<file path="src/rtl/vga_frame_engine.sv">
// vga_frame_engine: parametrised VGA timing generator with a single sprite
// whose position is advanced once per frame in wrap or bounce mode.
module vga_frame_engine #(
   parameter int   CLK_DIV  = 4,
   parameter int   H_ACTIVE = 640,
   parameter int   H_FP     = 16,
   parameter int   H_SYNC   = 96,
   parameter int   H_TOTAL  = 800,
   parameter int   V_ACTIVE = 480,
   parameter int   V_FP     = 10,
   parameter int   V_SYNC   = 2,
   parameter int   V_TOTAL  = 525,
   parameter logic SYNC_POL = 1'b0,
   parameter int   SPR_W    = 40,
   parameter int   SPR_H    = 40,
   parameter int   X0       = 300,
   parameter int   Y0       = 220,
   parameter int   VEL_W    = 5
) (
   input  logic             CLK100MHZ,
   input  logic             reset,
   input  logic [VEL_W-1:0] vel_x,
   input  logic [VEL_W-1:0] vel_y,
   input  logic             mode,
   output logic             HS,
   output logic             VS,
   output logic             blank,
   output logic [10:0]      hcount,
   output logic [10:0]      vcount,
   output logic             sprite_on,
   output logic             frame_tick,
   output logic [10:0]      sprite_x,
   output logic [10:0]      sprite_y
);

   localparam int DW = $clog2(CLK_DIV);
   localparam logic [DW-1:0] D_LAST = DW'(CLK_DIV - 1);

   localparam logic [10:0] H_LAST = 11'(H_TOTAL - 1);
   localparam logic [10:0] V_LAST = 11'(V_TOTAL - 1);
   localparam logic [10:0] H_ACT  = 11'(H_ACTIVE);
   localparam logic [10:0] V_ACT  = 11'(V_ACTIVE);
   localparam logic [10:0] HS_BEG = 11'(H_ACTIVE + H_FP);
   localparam logic [10:0] HS_END = 11'(H_ACTIVE + H_FP + H_SYNC);
   localparam logic [10:0] VS_BEG = 11'(V_ACTIVE + V_FP);
   localparam logic [10:0] VS_END = 11'(V_ACTIVE + V_FP + V_SYNC);
   localparam logic [10:0] X_RST  = 11'(X0);
   localparam logic [10:0] Y_RST  = 11'(Y0);

   localparam logic [11:0]        SPR_W12 = 12'(SPR_W);
   localparam logic [11:0]        SPR_H12 = 12'(SPR_H);
   localparam logic signed [11:0] X_LIM   = 12'(H_ACTIVE);
   localparam logic signed [11:0] Y_LIM   = 12'(V_ACTIVE);
   localparam logic signed [11:0] X_MAX   = 12'(H_ACTIVE - SPR_W);
   localparam logic signed [11:0] Y_MAX   = 12'(V_ACTIVE - SPR_H);

   // Next position and direction of one axis.
   typedef struct packed {
      logic        dir;
      logic [10:0] pos;
   } axis_t;

   // One frame step of one axis: add the (direction-adjusted) velocity, then
   // either wrap modulo lim or clamp to [0, top] and reverse direction.
   function automatic axis_t step_axis(
      input logic [10:0]        pos,
      input logic [VEL_W-1:0]   vel,
      input logic               dir,
      input logic               bounce,
      input logic signed [11:0] lim,
      input logic signed [11:0] top
   );
      logic signed [11:0] ev;
      logic signed [11:0] nx;
      axis_t              r;
      ev = {{(12 - VEL_W){vel[VEL_W-1]}}, vel};
      if (dir)
         ev = -ev;
      nx    = $signed({1'b0, pos}) + ev;
      r.dir = dir;
      r.pos = nx[10:0];
      if (!bounce) begin
         if (nx[11])
            r.pos = 11'(nx + lim);
         else if (nx >= lim)
            r.pos = 11'(nx - lim);
      end else begin
         if (nx[11]) begin
            r.pos = '0;
            r.dir = ~dir;
         end else if (nx > top) begin
            r.pos = top[10:0];
            r.dir = ~dir;
         end
      end
      return r;
   endfunction

   logic [DW-1:0] dcnt;
   logic [10:0]   hc;
   logic [10:0]   vc;
   logic          dir_x;
   logic          dir_y;
   logic          pix_ce;
   logic          frame_pt;
   logic          active;
   logic          spr_hit;
   axis_t         nxt_x;
   axis_t         nxt_y;

   // Pixel enable, area/sprite decodes of the current counters, next sprite position.
   // NOTE: every signal here is assigned on every pass, so no latch can be inferred.
   always_comb begin
      pix_ce   = (dcnt == D_LAST);
      frame_pt = (hc == '0) && (vc == V_ACT);
      active   = (hc < H_ACT) && (vc < V_ACT);
      spr_hit  = ({1'b0, hc} >= {1'b0, sprite_x}) && ({1'b0, hc} < {1'b0, sprite_x} + SPR_W12) &&
                 ({1'b0, vc} >= {1'b0, sprite_y}) && ({1'b0, vc} < {1'b0, sprite_y} + SPR_H12);
      nxt_x    = step_axis(sprite_x, vel_x, dir_x, mode, X_LIM, X_MAX);
      nxt_y    = step_axis(sprite_y, vel_y, dir_y, mode, Y_LIM, Y_MAX);
   end

   // Board-clock divider producing one pix_ce every CLK_DIV cycles.
   // NOTE: non-blocking assignments so every register samples pre-edge values.
   always_ff @(posedge CLK100MHZ) begin
      if (reset)
         dcnt <= '0;
      else if (pix_ce)
         dcnt <= '0;
      else
         dcnt <= dcnt + DW'(1);
   end

   // Horizontal and vertical pixel counters with terminal count TOTAL-1.
   always_ff @(posedge CLK100MHZ) begin
      if (reset) begin
         hc <= '0;
         vc <= '0;
      end else if (pix_ce) begin
         if (hc == H_LAST) begin
            hc <= '0;
            vc <= (vc == V_LAST) ? 11'd0 : vc + 11'd1;
         end else begin
            hc <= hc + 11'd1;
         end
      end
   end

   // Registered decodes, delayed together with hcount/vcount by one pixel.
   always_ff @(posedge CLK100MHZ) begin
      if (reset) begin
         hcount    <= '0;
         vcount    <= '0;
         HS        <= ~SYNC_POL;
         VS        <= ~SYNC_POL;
         blank     <= 1'b1;
         sprite_on <= 1'b0;
      end else if (pix_ce) begin
         hcount    <= hc;
         vcount    <= vc;
         HS        <= (hc >= HS_BEG && hc < HS_END) ? SYNC_POL : ~SYNC_POL;
         VS        <= (vc >= VS_BEG && vc < VS_END) ? SYNC_POL : ~SYNC_POL;
         blank     <= ~active;
         sprite_on <= active & spr_hit;
      end
   end

   // Sprite motion, applied once per frame at the start of vertical blank.
   always_ff @(posedge CLK100MHZ) begin
      if (reset) begin
         sprite_x   <= X_RST;
         sprite_y   <= Y_RST;
         dir_x      <= 1'b0;
         dir_y      <= 1'b0;
         frame_tick <= 1'b0;
      end else begin
         frame_tick <= pix_ce & frame_pt;
         if (pix_ce && frame_pt) begin
            sprite_x <= nxt_x.pos;
            dir_x    <= nxt_x.dir;
            sprite_y <= nxt_y.pos;
            dir_y    <= nxt_y.dir;
         end
      end
   end

endmodule

</file>
<file path="config.mk">
export PLATFORM = sky130hd
export DESIGN_NAME = vga_frame_engine
export DESIGN_NICKNAME = d
export VERILOG_FILES = /design/src/rtl/vga_frame_engine.sv
export SDC_FILE = /design/constraint.sdc
export NUM_CORES = 1
export LEC_CHECK = 0
export ABC_AREA = 1
export CAP_MARGIN = 20
export CORE_AREA = 2 2 107 109
export DETAILED_ROUTE_END_ITERATION = 6
export DIE_AREA = 0 0 109 111
export DONT_BUFFER_PORTS = 1
export PLACE_DENSITY = 0.75
export SYNTH_ARGS = -nofsm -noshare
export SYNTH_HDL_FRONTEND = slang
export SYNTH_SLANG_ARGS = --single-unit
export TNS_END_PERCENT = 1
</file>
<file path="constraint.sdc">
create_clock -name CLK100MHZ -period 4.3 [get_ports CLK100MHZ]
set_input_delay 1.075 -clock CLK100MHZ [delete_from_list [all_inputs] [get_ports CLK100MHZ]]
set_output_delay 1.075 -clock CLK100MHZ [all_outputs]
set_load 0.005 [all_outputs]
</file>
* Word level (Yosys, flattened, before mapping) *
Cells that the tools add are included.

storage, ports and cells
  register bits after elaboration = 75
  input port bits = 13
  output and inout port bits = 49
  word-level logic and storage cells = 81

operators by class
  add/sub/neg operators = 13
  magnitude comparators = 14
  equal/unequal tests = 4
  multiplexer cells = 16
  bitwise logic cells = 5
  reductions and logical operators = 15

operators by type and width
  kind                      count
  $mux W11                  8
  $mux W12                  6
  $add A11 B6 Y12 const B   2
  $add A12 B12 Y12          2
  $lt A11 B12 Y1            2
  $neg A5 Y12               2
  $add A11 B1 Y11 const B   2
  $eq A11 B10 Y1 const B    2
  $ge A11 B11 Y1            2
  $lt A11 B10 Y1 const B    2
  $lt A11 B9 Y1 const B     2
  $ge A12 B10 Y1 const B    1
  $ge A12 B11 Y1 const B    1
  $gt A12 B10 Y1 const B    1
  $gt A12 B11 Y1 const B    1
  $add A11 B10 Y11 const B  1
  $add A11 B11 Y11 const B  1
  $eq A11 B9 Y1 const B     1
  $ge A11 B10 Y1 const B    1
  $ge A11 B9 Y1 const B     1
  $logic_not A11 Y1         1
  $sub A11 B10 Y11 const B  1
  $sub A11 B11 Y11 const B  1
  $logic_and A1 B1 Y1       8
  other kinds (9)           15

* Logic depth before layout (Yosys ltp) *
  word-level depth = 7
  depth in mapped cells = 23
  depth with buffers taken out = 23

* Worst setup path after synthesis *
OpenSTA, ideal clock, no wires.

  path type = input port to flip-flop
  start point = in vel_x[1]
  end point = reg dir_x
  setup time = 118 ps
  arrival time = 3463 ps
  required time = 4182 ps
  path slack = 719 ps
  stages = 21
  buffers on the path = 0
  path through = inv_1 ha_1 nand3_1 ha_1 a21oi_1 ha_1 nand2_1 nand2_1 a21oi_2 nand2_2 nand2_1 nand2_1 ha_1 nand4_1 nand3_1 nand2_1 nand3_1 nand4_1 nand2_1 nor3_1 nor2_1

between the ends
  word-level cells in the longest chain between the ends = 6
  elaborated cells between the ends (all ways) = 7
  those cells by class = add/sub: 2; order compare: 1; mux: 2; reduce/logical: 2

RTL lines
  what                                 line  RTL
  from (decl)                          22    input logic [VEL_W-1:0] vel_x,
  $neg A5 Y12                          78    ev = -ev;
  $mux W12 (*)                         77    if (dir)
  $add A12 B12 Y12 (*)                 79    nx = $signed({1'b0, pos}) + ev;
  $gt A12 B11 Y1                       91    end else if (nx > top) begin
  $reduce_bool A2 Y1 (no source line)  --
  $reduce_and A3 Y1 (no source line)   --
  to (signal assigned)                 180   dir_x <= nxt_x.dir;
  to (decl)                            102   logic dir_x;

Mark *: on every way between the ends. The rest lies on a longest branch, timed or not.
A chain may end at the register's enable or synchronous reset.

* Worst setup path in the final report *
  start point = in vel_x[0]
  end point = reg dir_x

Same word-level chain as after synthesis.

==> out/summary.txt <==
Maxcap violations -> 0
CP arrival -> 3720 ps
Core Box Area -> 11100 um2
Internal power -> 1.19 mW
CP Max Fanout -> 6
Comb power frac -> 15.7%
DR vias -> 6192
Initial core utilization -> 58.5%
Largest net degree at the start of global routing -> 31
Endpoints failing hold -> 0
TritonCTS buffer count -> 9
H-Tree Depth -> 3
Die Ht -> 111 um
Clock Tree Buf Depth -> 2
Setup TNS -> 0 ps
Buf/Inv on CP -> 1
Initial DRC Count -> 321
Skew-Pair Late Insertion Delay -> 340 ps
Total track usage -> 27.1%
Mapped Nets -> 1076
DP Worst Slack -> 460 ps
Flop pwr share -> 42.5%
Outcome -> finished clean
Sw power -> 0.464 mW
Drt drc -> 0
Fillers -> 1066
Min Tclk post-route -> 3490 ps
Clock power frac -> 41.8%
Die area -> 12100 um2
CP delay by family, top -> simple AND/OR/NAND/NOR gates
Peak Freq -> 287 MHz
Diode count -> 0
Main synth FF type -> dfxtp_1
Post-synth EDFFs -> 0
Leak Pwr -> 3.34 nW
Antenna violations before repair -> 0
First-pass GRT wire length -> 26500 um
Vias in the first global route -> 5635
Post-detailed-route wirelength per cell -> 14.0 um
CP max stage cell -> ha_1
Post-CTS Hold Buffers -> 0
Worst setup EP type -> register
#FFs+latches synth -> 75
Total gr overflow -> 0
Final clock skew -> 2.77 ps
Final Setup Violations -> 0
Worst setup SP type -> input port
Vias per inst -> 5.49
PwrDens -> 240 nW/um2
Die width -> 109 um
Final Cycle Share -> 81.1%
Sw frac -> 28.1%
Clock sinks -> 75
Worst Hold Class -> register to register
Cells after Synth -> 982
Commonest cells after routing, fill and taps aside -> 240 x nand2_1, 136 x inv_1, 79 x ha_1
P&R area growth vs syn -> 6.20%
Post-DP HPWL -> 12600 um
Final nets -> 1074
Ys async rst share -> 0%
Routed wire length -> 15800 um
Critical Path Max Stage Delay -> 280 ps
Final Max Slew Viols -> 0
Synthesized area -> 6480 um2
IO Port Bufs -> 0
Fin worst setup slack -> 812 ps
Antenna-violating nets left -> 0
Synth warnings -> 0
Post-CTS sizing -> 0
Rel. slew slack -> 64.5%
Post-synthesis sequential area ratio -> 23.2%
Worst path required time -> 4530 ps
Crit-path cells -> inv_1 > ha_1 > nand3_1 > ha_1 > a21oi_1 > ha_1 > nand2_1 > nand2_1 > a21oi_2 > nand2_2 > nand2_1 > nand2_1 > ha_1 > nand4_1 > nand3_1 > nand2_1 > nand3_1 > nand4_1 > nand2_1 > nor3_1 > nor2_1
Pre-antenna DRT Iters -> 5
Layout cells sized above 1 -> 6.50%
CTS tree -> yes
Kind of critical path -> input port to register
Distinct cell type count after synthesis -> 48
RSZ-0062 raised after global routing -> false
Max VDD drop -> 0.000260 V
Clock Tree Root -> clkbuf_16
# rows -> 39
Most common cell after layout, fill and taps aside -> nand2_1
IO Pins -> 62
Crit path top cell by count -> nand2_1
Post-CTS setup repair buffer count -> 0
CTS clk-pin slew, worst paths -> 60 ps
Mean Syn Cell Area -> 6.60 um2
Worst Tran Pin Value -> 520 ps
RePlAce Congestion -> 0.935
synthesized netlist by cell type, types with 4 or more instances:
| master | n | area share [%] |
|---|---|---|
| nor2_1 | 76 | 4.4 |
| nand4_1 | 25 | 2.4 |
| inv_2 | 9 | 0.52 |
| dfxtp_1 | 75 | 23 |
| o21ai_0 | 45 | 3.5 |
| nand3_2 | 5 | 0.77 |
| inv_1 | 136 | 7.9 |
| ha_1 | 79 | 15 |
| a21oi_2 | 5 | 0.68 |
| xor2_1 | 25 | 3.4 |
| nand2_2 | 11 | 1.1 |
| a21oi_1 | 64 | 4.9 |
| clkbuf_1 | 9 | 0.52 |
| nand3b_1 | 6 | 0.70 |
| o21ai_1 | 9 | 0.70 |
| nand3_1 | 76 | 5.9 |
| nor3_1 | 28 | 2.2 |
| nor2_4 | 4 | 0.70 |
| nand2_1 | 240 | 14 |
| nor4_1 | 7 | 0.68 |
layout make-up:
cell class / instances / area [um2] / share of cell area, %
Clock buffer: 12 / 246 / 3.58
Clock inverter: 4 / 26.3 / 0.382
Inverter: 146 / 548 / 7.97
Multi-Input combinational cell: 746 / 4360 / 63.4
Sequential cell: 75 / 1500 / 21.8
Tap cell: 143 / 179 / 2.60
Timing Repair Buffer: 2 / 15.0 / 0.218
per-layer routing:
metal	GRT usage (%)	up-vias	share of wire [%]
li1	-	3239	-
met1	35.4	2794	46
met2	45.6	145	48
met3	5.58	14	5.3
met4	5.98	0	1.1
met5	0	-	0
registers in the layout, summed over array words and instances (netlist names):
register and cells:
HS 1, VS 1, blank 1, dcnt 2
dir_x 1, dir_y 1, frame_tick 1, hc 11
hcount 11, sprite_on 1, sprite_x 11, sprite_y 11
vc 11, vcount 11
path summary, 6_finish.rpt:
check	startpoint	cells after the start	to	slack (ps)
worst max-delay path	vel_x[0]	21	dir_x	810
worst min-delay path	dcnt[0]	1	dcnt[0]	420
worst max register to register	dir_y	19	sprite_y[1]	1190
worst min register to register	dcnt[0]	1	dcnt[0]	420
per-stage QoR:
step / std cells / hold WS [ps] / instance area (um2) / power [mW] / utilization (%)
floorplan: 982 / 399 / 6480 / 0.929 / -
global placement: 1112 / 415 / 6610 / 0.973 / 59.7
detailed placement: 1112 / 417 / 6610 / 0.974 / 59.7
CTS: 1128 / 425 / 6880 / 1.66 / 62.1
global route: 1128 / 446 / 6880 / 1.73 / 62.1
finish: 1128 / 423 / 6880 / 1.65 / 62.1
cells by family (layout without fill, tap and decap cells):
logic type / Yosys count / count (layout) / synth area share [%]
buf+inv: 161 / 164 / 9.46
simple gates: 491 / 491 / 34.5
compound gates: 145 / 145 / 12.7
fa+ha+maj: 81 / 81 / 15.9
flops: 75 / 75 / 23.2
xor+xnor: 29 / 29 / 4.33
power groups by stage:
| stage | clock network [mW] | registers, mW | logic [mW] |
|---|---|---|---|
| after floorplan | 0 | 0.717 | 0.212 |
| after global placement | 0 | 0.718 | 0.255 |
| after detailed placement | 0 | 0.718 | 0.256 |
| after CTS | 0.699 | 0.702 | 0.258 |
| after global routing | 0.732 | 0.703 | 0.299 |
| final | 0.692 | 0.702 | 0.260 |
No activity file was read; power rests on OpenSTA's default activity.
